**src/rtl/instr_fetch.sv**
```systemverilog
// Instruction fetch front end: owns the PC, issues word requests, buffers in-order responses for decode.
// Optional macro INSTR_FETCH_BYPASS_EN forwards a response straight to decode when the buffer is empty.
`timescale 1ns/1ps
module instr_fetch #(
    parameter logic [31:0] RESET_PC = 32'h0000_0000,
    parameter int          DEPTH    = 2
) (
    input  logic        clk,
    input  logic        rst,
    output logic        imem_req_valid,
    input  logic        imem_req_ready,
    output logic [31:0] imem_req_addr,
    input  logic        imem_resp_valid,
    input  logic [31:0] imem_resp_data,
    output logic        instr_valid,
    input  logic        instr_ready,
    output logic [31:0] instr,
    output logic [31:0] instr_pc,
    input  logic        redirect_valid,
    input  logic [31:0] redirect_pc
);
    localparam int          AW      = (DEPTH > 1) ? $clog2(DEPTH) : 1;
    localparam int          CW      = $clog2(DEPTH + 1);
    localparam logic [CW:0] DEPTH_W = DEPTH[CW:0];
    localparam logic [31:0] NOP     = 32'h0000_0013;

    logic [31:0]   fetch_pc_q, fetch_pc_d;
    logic [31:0]   resp_pc_q, resp_pc_d;
    logic [CW-1:0] count_q, count_d;
    logic [CW-1:0] outstanding_q, outstanding_d;
    logic [CW-1:0] discard_q, discard_d;
    logic [AW-1:0] rd_ptr_q, rd_ptr_d;
    logic [AW-1:0] wr_ptr_q, wr_ptr_d;
    logic [31:0]   mem_instr_q [DEPTH];
    logic [31:0]   mem_pc_q    [DEPTH];

    logic          fifo_empty;
    logic          resp_keep;
    logic          bypass;
    logic          req_fire;
    logic          push;
    logic          pop;
    logic [CW:0]   occupancy;

    // Control and decode-facing outputs
    always_comb begin
        fifo_empty     = (count_q == '0);
        occupancy      = {1'b0, count_q} + {1'b0, outstanding_q};
        imem_req_valid = !rst && !redirect_valid && (occupancy < DEPTH_W);
        imem_req_addr  = fetch_pc_q;
        req_fire       = imem_req_valid && imem_req_ready;
        resp_keep      = imem_resp_valid && (discard_q == '0) && !redirect_valid;
`ifdef INSTR_FETCH_BYPASS_EN
        bypass         = !rst && fifo_empty && resp_keep;
`else
        bypass         = 1'b0;
`endif
        instr_valid    = (!fifo_empty || bypass) && !redirect_valid;
        if (!fifo_empty) begin
            instr    = mem_instr_q[rd_ptr_q];
            instr_pc = mem_pc_q[rd_ptr_q];
        end else begin
            instr    = bypass ? imem_resp_data : NOP;
            instr_pc = resp_pc_q;
        end
        pop  = instr_valid && instr_ready && !fifo_empty;
        // A bypassed word consumed by decode this cycle never enters the buffer
        push = resp_keep && !(bypass && instr_ready);
    end

    // Next-state computation
    always_comb begin
        fetch_pc_d    = fetch_pc_q;
        resp_pc_d     = resp_pc_q;
        count_d       = count_q;
        outstanding_d = outstanding_q;
        discard_d     = discard_q;
        rd_ptr_d      = rd_ptr_q;
        wr_ptr_d      = wr_ptr_q;

        if (req_fire && !imem_resp_valid) begin
            outstanding_d = outstanding_q + CW'(1);
        end else if (!req_fire && imem_resp_valid && (outstanding_q != '0)) begin
            outstanding_d = outstanding_q - CW'(1);
        end

        if (redirect_valid) begin
            // Every word still in flight after this edge belongs to the old path
            fetch_pc_d = {redirect_pc[31:2], 2'b00};
            resp_pc_d  = {redirect_pc[31:2], 2'b00};
            count_d    = '0;
            rd_ptr_d   = '0;
            wr_ptr_d   = '0;
            discard_d  = outstanding_d;
        end else begin
            if (req_fire) begin
                fetch_pc_d = fetch_pc_q + 32'd4;
            end
            if (imem_resp_valid) begin
                if (discard_q != '0) begin
                    discard_d = discard_q - CW'(1);
                end else begin
                    resp_pc_d = resp_pc_q + 32'd4;
                end
            end
            if (push) begin
                wr_ptr_d = wr_ptr_q + AW'(1);
            end
            if (pop) begin
                rd_ptr_d = rd_ptr_q + AW'(1);
            end
            if (push && !pop) begin
                count_d = count_q + CW'(1);
            end else if (pop && !push) begin
                count_d = count_q - CW'(1);
            end
        end
    end

    always_ff @(posedge clk or posedge rst) begin
        if (rst) begin
            fetch_pc_q    <= RESET_PC;
            resp_pc_q     <= RESET_PC;
            count_q       <= '0;
            outstanding_q <= '0;
            discard_q     <= '0;
            rd_ptr_q      <= '0;
            wr_ptr_q      <= '0;
        end else begin
            fetch_pc_q    <= fetch_pc_d;
            resp_pc_q     <= resp_pc_d;
            count_q       <= count_d;
            outstanding_q <= outstanding_d;
            discard_q     <= discard_d;
            rd_ptr_q      <= rd_ptr_d;
            wr_ptr_q      <= wr_ptr_d;
        end
    end

    // Buffer storage needs no reset: the count alone decides what is visible
    generate
        for (genvar gi = 0; gi < DEPTH; gi++) begin : g_entry
            always_ff @(posedge clk) begin
                if (push && (wr_ptr_q == AW'(gi))) begin
                    mem_instr_q[gi] <= imem_resp_data;
                    mem_pc_q[gi]    <= resp_pc_q;
                end
            end
        end
    endgenerate
endmodule

```
**config.mk**
```make
export PLATFORM = sky130hd
export DESIGN_NAME = instr_fetch
export DESIGN_NICKNAME = d
export VERILOG_FILES = /design/src/rtl/instr_fetch.sv
export SDC_FILE = /design/constraint.sdc
export NUM_CORES = 1
export LEC_CHECK = 0
export CORE_ASPECT_RATIO = 0.75
export CORE_UTILIZATION = 55
export DETAILED_ROUTE_END_ITERATION = 10
export GPL_TIMING_DRIVEN = 0
export PLACE_DENSITY = 0.87
export SLEW_MARGIN = 20
export SYNTH_ARGS = -nofsm -noshare
export SYNTH_HDL_FRONTEND = slang
export SYNTH_SLANG_ARGS = --single-unit
```
**constraint.sdc**
```tcl
create_clock -name clk -period 16 [get_ports clk]
set_clock_uncertainty 0.2 [all_clocks]
set_input_delay 3.2 -clock clk [delete_from_list [all_inputs] [get_ports clk]]
set_output_delay 3.2 -clock clk [all_outputs]
set_load 0.02 [all_outputs]
```
# Yosys cells after proc, flatten, opt, wreduce, memory -nomap -nowiden
# Memories as Yosys holds them, arrays and structs flattened.
# Cells that the tools add are included.
[word_totals] mem_count=2 ram_bits=128 reg_bits=72 output_inout_bits=98
[memory_table] name="mem_instr_q" depth=2 word_bits=32 read_ports=1 rd_clocked_by_memory_dff=0 write_ports=1 line="34" source="logic [31:0] mem_instr_q [DEPTH];"
[memory_table] name="mem_pc_q" depth=2 word_bits=32 read_ports=1 rd_clocked_by_memory_dff=0 write_ports=1 line="35" source="logic [31:0] mem_pc_q [DEPTH];"
[classes] add_sub_neg=10 n_reduce_logical=36 n_eq_ne=1 bitwise_logic=1 magnitude_cmp=1 n_mux=29
[op_table] op="$mux 32" count=9
[op_table] op="$add 32x3->32 const B" count=2
[op_table] op="$reduce_or 32->1" count=2
[op_table] op="$mux 2" count=8
[op_table] op="$logic_and 1x1->1" count=15
[op_table] op="$reduce_bool 2->1" count=7
[op_table] op="$mux 1" count=12
[op_table] op="$logic_not 1->1" count=7
[op_table] op="$sub 2x1->2 const B" count=3
[op_table] op="$add 2x1->2 const B" count=2
[op_table] op="$logic_not 2->1" count=2
[op_table] op="$reduce_and 2->1" count=2
[op_table] op="$add 2x2->3" count=1
[op_table] op="$lt 3x2->1 const B" count=1
[op_table] op="$reduce_bool 3->1" count=1
[op_table] op="$add 1x1->1 const B" count=2
[op_table] op="$ne 2x2->1 const B" count=1
[op_table] op="$not 1->1" count=1

# Longest topological paths before layout
# Gate-level depths: netlist (run 1).
[logic_depth] ltp_word=10 depth_mapped=8 ltp_nobuf=7

# Worst setup path before layout (run 1)
# No wires, ideal clock.
[synth_path] kind="in2reg" startpoint="input port redirect_valid" endpoint="memory mem_instr_q[0][0], enable pin" setup_ns=0.559 path_buffers=2 slack_ns=7.375 path_stages=3 t_arrival_ns=7.867 path_cell_list="clkbuf_1 buf_1 nor3_1"
[synth_between] elab_chain_len=7 word_cells_on_any_way=11 cone_classes="mux (6); reduce/logical (5)"
[synth_rtl] item="start, declared" line="19" source="input logic redirect_valid,"
[synth_rtl] item="$logic_not 1->1 (*)" line="52" source="resp_keep = imem_resp_valid && (discard_q == '0) && !redirect_valid;"
[synth_rtl] item="$logic_and 1x1->1 (*)" line="52"
[synth_rtl] item="$logic_and 1x1->1" line="144" source="if (push && (wr_ptr_q == AW'(gi))) begin"
[synth_rtl] item="$mux 1" line="144"
[synth_rtl] item="$mux 1 (implied by the code)" line="145" source="mem_instr_q[gi] <= imem_resp_data;"
[synth_rtl] item="$reduce_or 32->1 (no line)"
[synth_rtl] item="$mux 1 (no line)"
[synth_rtl] item="end, declared" line="34"
# Mark *: on every way between the ends. The rest lies on a longest branch, timed or not.

# Worst setup path in the final report (run 1)
[layout_path] startpoint="input port redirect_valid" endpoint="output port instr_valid"
[layout_between] elab_chain_len=2
[layout_rtl] item="$logic_not 1->1" line="58" source="instr_valid = (!fifo_empty || bypass) && !redirect_valid;"
[layout_rtl] item="$logic_and 1x1->1" line="58"
[layout_rtl] item="end, declared" line="15" source="output logic instr_valid,"
# Every way passes these cells.

==> impl_metrics.yaml, run 1 <==
sta:
  fin_crit_sh_pct: 56.6
  tightest_slew_ps: 996
  hold_slack_ps: 368
  setup_tns_ps: 0
  fin_ws_ps: 6940
  fin_crit_ps: 9060
  slew_headroom_pct: 33.4
  finalHoldViolCount: 0
  report.final.slew_viol_count: 0
  fmax_mhz: 110
  grt_setup_unrepaired: "no"
  finalSetupViolCount: 0
placed_design:
  hpwlAfterDp_um: 14600
  gp_congestion: 0.894
  dp_slack_ps: 6980
  io_buffers: 160
  placed_cells: 1066
route:
  avgViaCountPerCell: 5.60
  wl_per_cell_um: 18.8
  totalWireLength_um: 20600
  wl_met2_um: 9020
  remaining_drc_errors: 0
  ant_nets: 0
  vias: 6146
  topRoutingLayerUsed: "met4"
  drt-initial-drc-count: 592
  wl_met3_um: 1790
  dr.pass1.iters: 5
  drt-met1-wl_um: 9540
critical_path:
  slowest_stage: "clkdlybuf4s50_1"
  crit_path_cell_trace: "clkdlybuf4s50_1, clkbuf_1, buf_1, nor2_1, clkdlybuf4s50_1"
  critical_path_arrival_ps: 5660
  crit_path_max_fanout: 10
  crit_start: "redirect_valid"
  required_ps: 12600
  worstSetupPathType: "input port to output pin"
  timing.rr.start: "count_q[0]"
  cp-end-kind: "output pin"
  start_kind: "input port"
  timing.critical_path.slowest_cell_delay_ps: 740
  cp_common_cell: "clkdlybuf4s50_1"
floorplan:
  io_pins: 168
  floorplan.die_area_sq_um: 16400
  die_h_um: 111
  die_w_um: 148
  num_rows: 39
  start_util_pct: 56.8
  core_sq_um: 15400
global_routing:
  grt_pass1_vias: 5981
  grt_max_degree: 54
  overflow: 0
  grt_pass1_wl_um: 32700
  grt_usage_pct: 26.6
  antenna_found_initial: 0
layout:
  drive_gt1_share_pct: 9.97
  layout_commonest_cell: "clkdlybuf4s50_1"
  final_cells: 1098
  final_cell_mix: "clkdlybuf4s50_1 (160), edfxtp_1 (124), mux2i_1 (70)"
  syn_to_final_growth_pct: 29.6
  fin_nets: 955
  n_antenna_cell: 0
  n_fill_cell: 1047
power:
  power_leakage_nw: 4.08
  vdd_ir_drop_max_mv: 0.0880
  powerDensity_nw_per_um2: 132
cts:
  cts-htree-levels: 4
  cts_made_buffers: 17
  clk_latency_ps: 440
  cts_setup_buffers: 0
  clk_pin_slew_ps: 80
  clockRootBuffer: "clkbuf_16"
  post_cts_resized: 0
  hold_buffers: 0
  tritoncts: "yes"
  cts_sinks: 192
  clock_path_buffers: 2
min_path:
  hold_path.startpoint: "resp_pc_q[31]"
  hp-class: "flop to flop"
synthesis:
  avgSynthCellArea_sq_um: 12.7
  yosysTopAreaCellShare_pct: 42.6
  async_flop_share_pct: 35.4
  ys.flop_type: "edfxtp_1"
  synth-edff-count: 124
  yosys-top-cells-area: "edfxtp_1 (43%), dfrtp_1 (19%), mux2i_1 (8.0%)"
  synth_largest_area_cell: "edfxtp_1"
  yosys_warnings: 0
  ys_seq_area_share_pct: 62.1
  ys_seq_elements: 192
  synth_cell_types: 42
  netlist_instances: 689
  syn-cell-area_sq_um: 8730
job:
  maxCapViolCount: 0
status:
  outcome: "finished, final reports clean"
## area by class of cell
class / instances / area [sq um] / area share, %
Sequential cell: 192 / 5430 / 47.9
Multi-Input combinational cell: 449 / 3120 / 27.5
Clock buffer: 17 / 425 / 3.76
Clock inverter: 15 / 170 / 1.50
Inverter: 14 / 55.1 / 0.486
Tap cell: 205 / 256 / 2.27
Timing Repair Buffer: 169 / 1710 / 15.1
Buffer: 37 / 160 / 1.41
## critical path: cells and delay by family
kind / cells / cell delay, ps
and+or+nand+nor: 1 / 130
buffers and inverters: 4 / 2320
## cells in the mapped netlist (3+ instances only)
library cell,number
nand3_1,22
inv_1,14
and2_1,9
a21boi_0,4
nor4_1,5
mux2_2,32
mux2i_1,70
nor3_1,11
nand2_1,58
nor2_1,54
buf_4,5
and3_1,11
a21oi_1,14
nand4_1,26
xnor2_1,35
a31oi_1,3
and4_1,5
o21ai_0,35
ha_1,4
clkbuf_1,24
xor2_1,24
dfrtp_1,68
nand2b_1,5
edfxtp_1,124
buf_1,6
## report_power, final
part           total (mW)  internal, mW  switching (mW)
clock               0.432         0.235           0.197
combinational       0.432         0.195           0.238
sequential          0.628         0.584          0.0444
total                1.49          1.01           0.479
## metrics by stage
stage,utilization (%),total power [mW],instance area (sq um)
after global routing,73.7,1.56,11300
after CTS,73.7,1.49,11300
after detailed placement,69.8,1.07,10700
final,73.7,1.49,11300
after global placement,69.0,1.05,10600
after floorplan,-,0.879,8750
## cells by family (layout without fill, tap and decap cells)
kind of cell	after synthesis	count (layout)	synth area share [%]
muxes	102	102	12.1
AOI/OAI and AO/OA	65	65	4.18
and+or+nand+nor	214	214	12.4
adders and majority gates	5	5	0.802
xor gates and xnor gates	59	59	5.92
DFF	192	192	62.1
buffers and inverters	51	252	2.44
other	1	4	0.0429
## metal layers
layer  GRT usage, %  up-vias
li1               -     2871
met1           40.4     2937
met2           38.6      310
met3           5.76       28
met4           7.56        0
met5              0        -
## sequential cells by signal, indices dropped and copies added, names as in the netlist
signal,flops
rd_ptr_q,1
mem_instr_q,64
mem_pc_q,60
outstanding_q,2
count_q,2
discard_q,2
imem_req_addr,30
resp_pc_q,30
wr_ptr_q,1
## final timing paths
kind | endpoint | slack (ps) | cells after the start
max in group asynchronous | resp_pc_q[21] | 12090 | 3
setup reg to reg | imem_req_addr[26] | 12790 | 8
hold reg to reg | mem_pc_q[1][31] | 370 | 0
setup / recovery | instr_valid | 6940 | 5
hold / removal | mem_pc_q[1][31] | 370 | 0
min in group asynchronous | imem_req_addr[5] | 2980 | 2
(Power assumes the default switching activity.)
==> run 2: changes to the inputs <==
--- a/config.mk
+++ b/config.mk
@@ -6,10 +6,10 @@
 export NUM_CORES = 1
 export LEC_CHECK = 0
 export CORE_ASPECT_RATIO = 0.75
-export CORE_UTILIZATION = 55
+export CORE_UTILIZATION = 52
 export DETAILED_ROUTE_END_ITERATION = 10
 export GPL_TIMING_DRIVEN = 0
-export PLACE_DENSITY = 0.87
+export PLACE_DENSITY = 0.83
 export SLEW_MARGIN = 20
 export SYNTH_ARGS = -nofsm -noshare
 export SYNTH_HDL_FRONTEND = slang
==> constraint.sdc (replaced) <==
create_clock -name clk -period 8.8 [get_ports clk]
set_clock_uncertainty 0.2 [all_clocks]
set_input_delay 1.76 -clock clk [delete_from_list [all_inputs] [get_ports clk]]
set_output_delay 1.76 -clock clk [all_outputs]
set_load 0.02 [all_outputs]
==> run 2 against run 1 <==
  * Flip-flop and latch count stayed put
  * Setup slack worse by 4300 ps
  * Core utilization is 4.1 points lower
  * Largest cell class unchanged
  * Critical path depth stayed put
  * Via count is 0.13% higher
  * Sequential share of layout area is 0.17 points higher
  * Register-to-register slack worse by 7200 ps
  * First-iteration DRC count is 20% lower
  * Critical endpoint unchanged
  * Clock power is 74% higher
  * Cell area is 0.35% lower
  * Combinational power is 80% higher
  * Global-route usage is 1.9 points lower
==> impl_metrics.yaml, run 2 (same netlist as run 1, synthesis figures left out) <==
cts:
  cts_setup_buffers: 0
  clk_pin_slew_ps: 70
  clk_latency_ps: 430
  clockRootBuffer: "clkbuf_16"
  cts_sinks: 192
  hold_buffers: 0
  cts_made_buffers: 17
  clock_path_buffers: 2
  tritoncts: "yes"
  post_cts_resized: 0
  cts-htree-levels: 4
min_path:
  hp-class: "flop to flop"
  holdPathStages: 0
floorplan:
  die_h_um: 114
  io_pins: 168
  core_sq_um: 16200
  start_util_pct: 53.9
  die_w_um: 152
  floorplan.die_area_sq_um: 17300
  num_rows: 40
sta:
  grt_setup_unrepaired: "no"
  fin_ws_ps: 2610
  fin_crit_sh_pct: 70.4
  report.final.slew_viol_count: 0
  finalHoldViolCount: 0
  tightest_slew_ps: 916
  finalSetupViolCount: 0
  setup_tns_ps: 0
  hold_slack_ps: 341
  fmax_mhz: 161
  fin_crit_ps: 6190
  slew_headroom_pct: 38.7
job:
  maxCapViolCount: 0
layout:
  final_core_util_pct: 69.6
  fin_nets: 954
  layout_commonest_cell: "clkdlybuf4s50_1"
  largest_reg_flops: 64
  final_cell_mix: "clkdlybuf4s50_1 (160), edfxtp_1 (124), mux2i_1 (70)"
  largestRegisters: "mem_instr_q: 64 flops, mem_pc_q: 60 flops"
  drive_gt1_share_pct: 9.42
  final_cells: 1102
  n_antenna_cell: 0
  regMostFlops: "mem_instr_q"
  fin_area_sq_um: 11300
  syn_to_final_growth_pct: 29.2
power:
  power_leakage_nw: 4.05
  total_power_mw: 2.67
  powerDensity_nw_per_um2: 237
  vdd_ir_drop_max_mv: 0.154
critical_path:
  start_kind: "input port"
  ff2ff_path_depth: 8
  worstSetupPathType: "input port to output pin"
  crit_path_max_fanout: 10
  critical_path_arrival_ps: 4230
  cp_common_cell: "clkdlybuf4s50_1"
  slowest_stage: "clkdlybuf4s50_1"
  crit_path_cell_trace: "clkdlybuf4s50_1, clkbuf_1, buf_1, nor2_1, clkdlybuf4s50_1"
  timing.critical_path.slowest_cell_delay_ps: 700
  required_ps: 6840
  cp-end-kind: "output pin"
placed_design:
  gp_congestion: 0.884
  dpl_cell_area_sq_um: 10700
  placed_cells: 1070
  dp_slack_ps: 2660
  hpwlAfterDp_um: 14400
  io_buffers: 160
status:
  outcome: "finished, final reports clean"
route:
  drt-initial-drc-count: 471
  ant_nets: 0
  wl_per_cell_um: 18.5
  avgViaCountPerCell: 5.58
  totalWireLength_um: 20400
  dr.pass1.iters: 6
  vias: 6154
  remaining_drc_errors: 0
global_routing:
  grt_max_degree: 42
  antenna_found_initial: 0
  grt_pass1_wl_um: 31700
  grt_pass1_vias: 5910
  overflow: 0
  grt_usage_pct: 24.7
run 2: cell types whose count changed in the layout (fill, tap and decap cells not counted), sizes merged:
cell    previous run  this run
clkinv             2         5
inv               22        16
clkbuf            41        44
buf               22        21
run 2: per-layer routing:
layer	part of all wire (%)	wire [um]	vias to the layer above	track usage, %
met5	0	0	-	0
met4	1.3	263	0	6.60
met3	8.4	1710	22	5.86
met2	44	8870	307	36.4
met1	47	9550	2962	36.8
li1	-	-	2863	-
run 2: power breakdown:
group,total [mW],switching (mW),leakage [nW],internal [mW]
sequential,1.14,0.0788,1.91,1.06
clock,0.753,0.333,0.269,0.420
combinational,0.778,0.426,1.87,0.351
total,2.67,0.839,4.05,1.83
run 2: layout make-up:
type / instances / area (sq um)
multi-input combinational: 449 / 3120
clock buffer: 20 / 437
timing repair buffer: 168 / 1690
fill: 1128 / 4930
buffer: 37 / 160
clock inverter: 12 / 135
sequential: 192 / 5430
tap: 210 / 263
inverter: 14 / 55.1
run 2: final timing paths:
kind                                start                end  slack, ps
max                        redirect_valid        instr_valid       2610
max in group asynchronous             rst       resp_pc_q[4]       6300
min                         resp_pc_q[17]    mem_pc_q[0][17]        340
min in group asynchronous             rst   imem_req_addr[2]       1560
min reg2reg                 resp_pc_q[17]    mem_pc_q[0][17]        340
max reg2reg                    count_q[0]  imem_req_addr[26]       5590
run 2: critical path, delay by kind of cell:
| family | cells | cell delay [ps] |
|---|---|---|
| buffers and inverters | 4 | 2360 |
| and+or+nand+nor | 1 | 110 |
